`src/rtl/fetch_pkg.sv`:
```
// Shared fetch-stage types and constants.
// Optional perf counters in instr_fetch_unit are enabled by FETCH_PERF_CNT_EN.
package fetch_pkg;

    localparam int XLEN    = 32;
    localparam int INSTR_W = 32;

    localparam logic [XLEN-1:0] PC_INC = 32'd4;

    typedef struct packed {
        logic [XLEN-1:0]    pc;
        logic [INSTR_W-1:0] instr;
    } fetch_entry_t;

endpackage

```
`src/rtl/fetch_fifo.sv`:
```
// Prefetch FIFO holding {pc, instr} entries; flush wins over push and pop.
// Head reads as zero while empty so consumers never see stale storage.
module fetch_fifo
    import fetch_pkg::*;
#(
    parameter int  DEPTH = 4,
    parameter type T     = fetch_entry_t,
    localparam int AW    = $clog2(DEPTH)
) (
    input  logic          clk,
    input  logic          rst_n,
    input  logic          push,
    input  logic          pop,
    input  logic          flush,
    input  T              wdata,
    output T              rdata,
    output logic          empty,
    output logic          full,
    output logic [AW:0]   count
);

    T              r_mem [DEPTH];
    logic [AW-1:0] r_rd_ptr;
    logic [AW-1:0] r_wr_ptr;
    logic [AW:0]   r_count;
    logic          w_push;
    logic          w_pop;

    assign empty  = (r_count == '0);
    assign full   = (r_count == (AW+1)'(DEPTH));
    assign count  = r_count;
    assign w_pop  = pop && !empty;
    // a pop frees the slot, so a full FIFO can still accept a push
    assign w_push = push && (!full || w_pop);
    assign rdata  = empty ? '0 : r_mem[r_rd_ptr];

    always_ff @(posedge clk or negedge rst_n) begin
        if (!rst_n) begin
            r_rd_ptr <= '0;
            r_wr_ptr <= '0;
            r_count  <= '0;
        end else if (flush) begin
            r_rd_ptr <= '0;
            r_wr_ptr <= '0;
            r_count  <= '0;
        end else begin
            if (w_push) r_wr_ptr <= r_wr_ptr + AW'(1);
            if (w_pop)  r_rd_ptr <= r_rd_ptr + AW'(1);
            unique case ({w_push, w_pop})
                2'b10:   r_count <= r_count + (AW+1)'(1);
                2'b01:   r_count <= r_count - (AW+1)'(1);
                default: r_count <= r_count;
            endcase
        end
    end

    always_ff @(posedge clk) begin
        if (w_push && !flush) r_mem[r_wr_ptr] <= wdata;
    end

endmodule

```
`src/rtl/instr_fetch_unit.sv`:
```
// Fetch stage: PC register, imem capture into prefetch FIFO, redirect flush.
// Define FETCH_PERF_CNT_EN to add op_fetch_count / op_stall_count outputs.
module instr_fetch_unit
    import fetch_pkg::*;
#(
    parameter logic [XLEN-1:0] RESET_PC = 32'h0000_0000,
    parameter int              DEPTH    = 4
) (
    input  logic               clk,
    input  logic               rst,
    output logic [XLEN-1:0]    op_instr_addr_from_proc,
    input  logic [INSTR_W-1:0] ip_instr_from_imem,
    input  logic               ip_instr_valid,
    output logic [INSTR_W-1:0] op_instr,
    output logic [XLEN-1:0]    op_instr_pc,
    output logic               op_instr_valid,
    input  logic               ip_instr_ready,
    input  logic               ip_redirect,
    input  logic [XLEN-1:0]    ip_redirect_pc
`ifdef FETCH_PERF_CNT_EN
   ,output logic [31:0]        op_fetch_count,
    output logic [31:0]        op_stall_count
`endif
);

    localparam int AW = $clog2(DEPTH);

    logic [XLEN-1:0] r_pc;
    logic            w_push;
    logic            w_pop;
    logic            w_empty;
    logic            w_full;
    logic [AW:0]     w_count;
    fetch_entry_t    w_wdata;
    fetch_entry_t    w_rdata;

    // a redirect discards the head, so decode's ready must not consume it
    assign w_pop   = (w_count != '0) && ip_instr_ready && !ip_redirect;
    assign w_push  = ip_instr_valid && !ip_redirect && (!w_full || w_pop);
    assign w_wdata = '{pc: r_pc, instr: ip_instr_from_imem};

    fetch_fifo #(
        .DEPTH (DEPTH),
        .T     (fetch_entry_t)
    ) u_fifo (
        .clk   (clk),
        .rst_n (rst),
        .push  (w_push),
        .pop   (w_pop),
        .flush (ip_redirect),
        .wdata (w_wdata),
        .rdata (w_rdata),
        .empty (w_empty),
        .full  (w_full),
        .count (w_count)
    );

    always_ff @(posedge clk or negedge rst) begin
        if (!rst) begin
            r_pc <= RESET_PC;
        end else if (ip_redirect) begin
            r_pc <= {ip_redirect_pc[XLEN-1:2], 2'b00};
        end else if (w_push) begin
            r_pc <= r_pc + PC_INC;
        end
    end

    assign op_instr_addr_from_proc = r_pc;
    assign op_instr                = w_rdata.instr;
    assign op_instr_pc             = w_rdata.pc;
    assign op_instr_valid          = !w_empty;

`ifdef FETCH_PERF_CNT_EN
    logic [31:0] r_fetch_cnt;
    logic [31:0] r_stall_cnt;
    logic        w_stall;

    assign w_stall = ip_instr_valid && !ip_redirect && w_full && !w_pop;

    always_ff @(posedge clk or negedge rst) begin
        if (!rst) begin
            r_fetch_cnt <= '0;
            r_stall_cnt <= '0;
        end else begin
            if (w_push && r_fetch_cnt != '1)  r_fetch_cnt <= r_fetch_cnt + 32'd1;
            if (w_stall && r_stall_cnt != '1) r_stall_cnt <= r_stall_cnt + 32'd1;
        end
    end

    assign op_fetch_count = r_fetch_cnt;
    assign op_stall_count = r_stall_cnt;
`endif

endmodule
```
`config.mk`:
```
export PLATFORM = sky130hd
export DESIGN_NAME = instr_fetch_unit
export DESIGN_NICKNAME = d
export VERILOG_FILES = /design/src/rtl/fetch_pkg.sv /design/src/rtl/fetch_fifo.sv /design/src/rtl/instr_fetch_unit.sv
export SDC_FILE = /design/constraint.sdc
export NUM_CORES = 1
export LEC_CHECK = 0
export CAP_MARGIN = 20
export CORE_ASPECT_RATIO = 0.7
export CORE_MARGIN = 3
export CORE_UTILIZATION = 28
export DETAILED_ROUTE_END_ITERATION = 12
export GPL_TIMING_DRIVEN = 1
export PLACE_DENSITY = 0.53
export SLEW_MARGIN = 15
export SYNTH_ARGS = -nofsm -noshare
export SYNTH_HDL_FRONTEND = slang
export SYNTH_SLANG_ARGS = --single-unit
```
`constraint.sdc`:
```
create_clock -name clk -period 5.2 [get_ports clk]
set_input_delay 1.04 -clock clk [delete_from_list [all_inputs] [get_ports clk]]
set_output_delay 1.04 -clock clk [all_outputs]
set_load 0.01 [all_outputs]
```
Word-level counts from Yosys, hierarchy flattened:

Memory sizes are Yosys's and may differ from the RTL's.
Index checks and enable logic that the tools add are counted.

* bits in writable memories: 256
* bits in registers: 39
* memory bits (read-only): 0
* bits in latches: 0
* memories kept: 1
* logic and storage cells: 42

* reductions and logical operators: 18
* shift-type cells: 0
* bitwise logic cells: 0
* muxes and demuxes: 11
* equal/unequal tests: 3
* multipliers: 0
* div/mod/pow operators: 0
* add/subtract/negate cells: 5
* order comparisons: 0

Memory list
* u_fifo.r_mem: depth 4, width 64, read ports 1, clocked after memory_dff 0, wr ports 1, line fetch_fifo.sv:22 `T r_mem [DEPTH];`

Operators with widths (count)
* $mux 32: 2
* $mux 64: 1
* $add 32x3->32 const B: 1
* $mux 2: 4
* $logic_and 1x1->1: 7
* $pmux 3 s2: 1
* $reduce_bool 2->1: 3
* $reduce_bool 3->1: 2
* $add 2x1->2 const B: 2
* $add 3x1->3 const B: 1
* $eq 3x3->1 const B: 1
* $logic_not 1->1: 3
* $logic_not 3->1: 1
* $mux 3: 1
* $sub 3x1->3 const B: 1
* $eq 2x1->1 const B: 1
* $eq 2x2->1 const B: 1
* $logic_or 1x1->1: 2
* $mux 1: 2

Longest topological paths before layout:

* depth after elaboration: 9
* mapped depth: 9
* depth with buffers taken out: 7

Cells and area by module:

Synthesis repeated with hierarchy kept, for this count alone.

* cells, all modules: 675
* area total of the unflattened synthesis: 12095.4 um2

Modules (own cells, without submodules)
* fetch_fifo: times used 1, area an instance 10249.8 um2, cells each 474
* instr_fetch_unit: times used 1, area an instance 1845.5 um2, cells each 201

Worst setup path before layout:

Ideal clock, no wire load.

* path kind: input to register
* start point: input port ip_instr_ready
* end point: memory u_fifo.r_mem[0][0] (netlist bit), enable pin
* arrival time: 3440 ps
* library setup time: 427 ps
* path buffers: 2
* stages on the path: 6
* setup slack: 1333 ps
* path through: clkbuf_1 -> or4b_4 -> buf_2 -> nand2_1 -> nor2_1 -> and2_1

* cells in the longest elaborated chain, start to end: 8
* elaborated cells between the ends (all ways): 10

RTL lines
* from (decl): line instr_fetch_unit.sv:17 `input logic ip_instr_ready,`
* $logic_and 1x1->1 (*) (2 in series): line instr_fetch_unit.sv:38 `assign w_pop = (w_count != '0) && ip_instr_ready && !ip_redirect;`
* $logic_or 1x1->1 or $logic_and 1x1->1 (tied branches): line instr_fetch_unit.sv:39, fetch_fifo.sv:32
* $logic_and 1x1->1 or $logic_or 1x1->1 (tied branches): line instr_fetch_unit.sv:39, fetch_fifo.sv:34
* $logic_and 1x1->1 (*): line fetch_fifo.sv:34 `assign w_push = push && (!full || w_pop);`
* $logic_and 1x1->1 (*): line fetch_fifo.sv:58 `if (w_push && !flush) r_mem[r_wr_ptr] <= wdata;`
* $mux 1 (*): line fetch_fifo.sv:58
* $mux 1 (not written as such) (*): line fetch_fifo.sv:58
* to (decl): line fetch_fifo.sv:22

Mark *: on every way between the ends. The rest lies on a longest branch, timed or not.

Worst setup path in the final report:

* start point: register u_fifo.r_rd_ptr[0]
* end point: output port op_instr_pc[19]

* cells in the longest elaborated chain, start to end: 2

RTL lines
* from (decl): line fetch_fifo.sv:23 `logic [AW-1:0] r_rd_ptr;`
* from (signal assigned): line fetch_fifo.sv:48 `if (w_pop) r_rd_ptr <= r_rd_ptr + AW'(1);`
* $mem_v2 4x64
* $mux 64: line fetch_fifo.sv:35 `assign rdata = empty ? '0 : r_mem[r_rd_ptr];`
* to (decl): line instr_fetch_unit.sv:15 `output logic [XLEN-1:0] op_instr_pc,`

Every way passes these cells.

==> impl_metrics.tcl <==
set metrics [dict create \
    ioPinCount 166 \
    drtAntennaViolNets 0 \
    final_hold_viol_count 0 \
    p_leak_nw 4.87 \
    antenna_found_initial 0 \
    cts_htree_levels 1 \
    wl_met1_mm 14.2 \
    fmax_ghz 0.237 \
    num_rows 62 \
    cp_cell_sequence "buf_4 -> mux4_2 -> and2_1 -> clkdlybuf4s50_1" \
    synth.avg_cell_area_um2 17.2 \
    dieArea_um2 44700 \
    cts_tree "built" \
    cp.arrival_ps 3180 \
    wl_mm 30.0 \
    synthMuxAreaShare 0.119 \
    first_pass_iters 4 \
    vias_per_cell 4.71 \
    synth_fa_ha_area_frac 0.00699 \
    yosys.area.top_type "edfxtp_1" \
    netlist.area_leader.share 0.630 \
    power_density_nw_per_um2 414 \
    worst_path_largest_cell_delay_ps 970 \
    clock_latency_ps 570 \
    outcome "completed" \
    setup_tns_ps 0 \
    synthArstFlopShare 0.130 \
    synth_commonest_cells "edfxtp_1, and2_1, mux4_2" \
    routedWlPerCell_um 21.1 \
    peakVddDrop_mv 0.213 \
    grt_pass1_vias 6851 \
    cpMaxStageDelayCell "dfrtp_4" \
    area_growth_syn_to_layout_pct 27.9 \
    grt_usage 0.133 \
    cts_buffers 30 \
    synth.area.top_cells "edfxtp_1, mux4_2, dfrtp_1" \
    cts_resized 0 \
    initial_core_util 0.286 \
    drc 0 \
    synthDistinctLibCells 54 \
    nets 928 \
    worstMarginPinSlew_ps 907 \
    critical_path_class "reg -> out" \
    synth_cells 686 \
    clkTransAtPathRegs_ps 60 \
    grt_start_max_net_pins 46 \
    ys_ff_latch 285 \
    cp_max_fo 35 \
    slew_viol_final 0 \
    cap_violations 0 \
    die_h_um 178 \
    place_area_um2 14000 \
    gp_congestion 0.762 \
    synth_top_family_by_area "multiplexers" \
    startpoint_type "register" \
    die_w_um 251 \
    dpl.hpwl_mm 18.9 \
    synth_edf_count 248 \
    synth.most_common_cell "edfxtp_1" \
    cts_sinks 285 \
    vias 6690 \
    wl_met3_mm 1.70 \
    wl_met2_mm 13.5 \
    synth_area_um2 11800 \
    yosys_warnings 0 \
    synth-compound-area-share 0.0344 \
    post-cts-setup-buffers 0 \
    port_buffers 159 \
    insertedDiodeCount 0 \
    synth_xor_area_frac 0.00741 \
    period_share 0.812 \
    ys.flop_type "edfxtp_1" \
    rsz0062_at_grt "no" \
    core-area_um2 41300 \
    cts-root-buf "clkbuf_16" \
    cp-end-kind "primary output" \
    cts-hold-fix-buffers 0 \
    drtIter0Drc 423 \
    fin_crit_ps 4220 \
    grt_pass1_wl_mm 44.8 \
    route.top_layer_used "met4" \
    hold_class "reg -> reg" \
    seq_area_frac_synth 0.709 \
    setup-violations-final 0 \
    max_slew_margin 0.390 \
    crit_required_ps 4160 \
    final_area_um2 15100 \
    cts_buffer_depth 3 \
    drive_above_1_share 0.159 \
    synthSimpleGateAreaFrac 0.103 \
    skew_ps 14.8 \
    overflow 0 \
]
-- cells in the final DEF, fill, tap and decap left out, drive strengths merged, types with 3 or more instances in the layout --
master,n
or3,8
clkbuf,40
xnor2,3
nor2,29
a31oi,14
conb,4
nand2b,3
o21ai,19
inv,7
o31a,3
mux4,62
and4,7
nor4,4
o211ai,4
and2,68
nand4,13
clkinv,7
buf,16
o31ai,9
xor2,7
clkdlybuf4s50,158
ha,5
nand2,28
or4,13
and3,4
nor2b,4
nor3,4
a21oi,4
edfxtp,248
bufinv,6
nand3,18
dfrtp,37
-- report_power, final --
group          leakage, nW  switching, mW  internal, mW
clock network        0.511          0.902          1.41
registers             2.68          0.160          2.61
logic                 1.67          0.509         0.657
-- flip-flops by register name, summed over array words and instances, names as in the netlist --
name / cells
u_fifo.count: 3
u_fifo.r_wr_ptr: 2
op_instr_addr_from_proc: 30
u_fifo.r_mem: 248
u_fifo.r_rd_ptr: 2
-- path summary, 6_finish.rpt --
| path | from | to | slack [ps] | cells after the start |
|---|---|---|---|---|
| setup / recovery | u_fifo.r_rd_ptr[0] | op_instr_pc[19] | 980 | 4 |
| hold reg to reg | u_fifo.r_wr_ptr[1] | u_fifo.r_wr_ptr[1] | 590 | 2 |
| setup reg to reg | u_fifo.count[0] | u_fifo.r_mem[2][9] | 2620 | 5 |
| hold / removal | u_fifo.r_wr_ptr[1] | u_fifo.r_wr_ptr[1] | 590 | 2 |
| max in group asynchronous | rst | u_fifo.r_rd_ptr[1] | 3920 | 1 |
| min in group asynchronous | rst | op_instr_addr_from_proc[5] | 600 | 1 |
-- final cells by class --
class | instances | area, um^2
Timing Repair Buffer | 174 | 1740
Multi-Input combinational cell | 355 | 3220
Clock buffer | 40 | 830
Sequential cell | 285 | 8380
Fill cell | 3939 | 26200
Clock inverter | 15 | 230
Tap cell | 544 | 681
Inverter | 7 | 26.3
-- cells by family (layout without fill, tap and decap cells) --
logic type,after synthesis,after routing
DFF,285,285
and+or+nand+nor,209,209
AOI/OAI and AO/OA,63,63
muxes,63,63
buffers and inverters,49,236
xor gates and xnor gates,10,10
adders and majority gates,6,6
other,1,4
-- per-stage QoR --
stage | cells | total power, mW | util | hold WS (ps) | setup WS [ps]
final | 1420 | 6.26 | 0.365 | 595 | 979
after global routing | 1420 | 6.54 | 0.365 | 633 | 764
after CTS | 1420 | 6.37 | 0.365 | 587 | 855
after detailed placement | 1365 | 4.03 | 0.340 | 578 | 1380
after global placement | 1365 | 4.01 | 0.340 | 567 | 1400
after floorplan | 689 | 3.38 | - | 543 | 1330
-- worst max-delay path: cells and delay by family (launching register included) --
| kind | cells | cell delay, ps |
|---|---|---|
| flip-flops | 1 | 970 |
| multiplexers | 1 | 530 |
| buffers and inverters | 2 | 940 |
| AND/OR/NAND/NOR | 1 | 170 |
-- per-layer routing --
layer	up-vias	GRT usage
met2	170	0.205
met3	38	0.0303
met5	-	0
met4	0	0.0249
li1	3047	-
met1	3435	0.195
(Power assumes the default switching activity.)
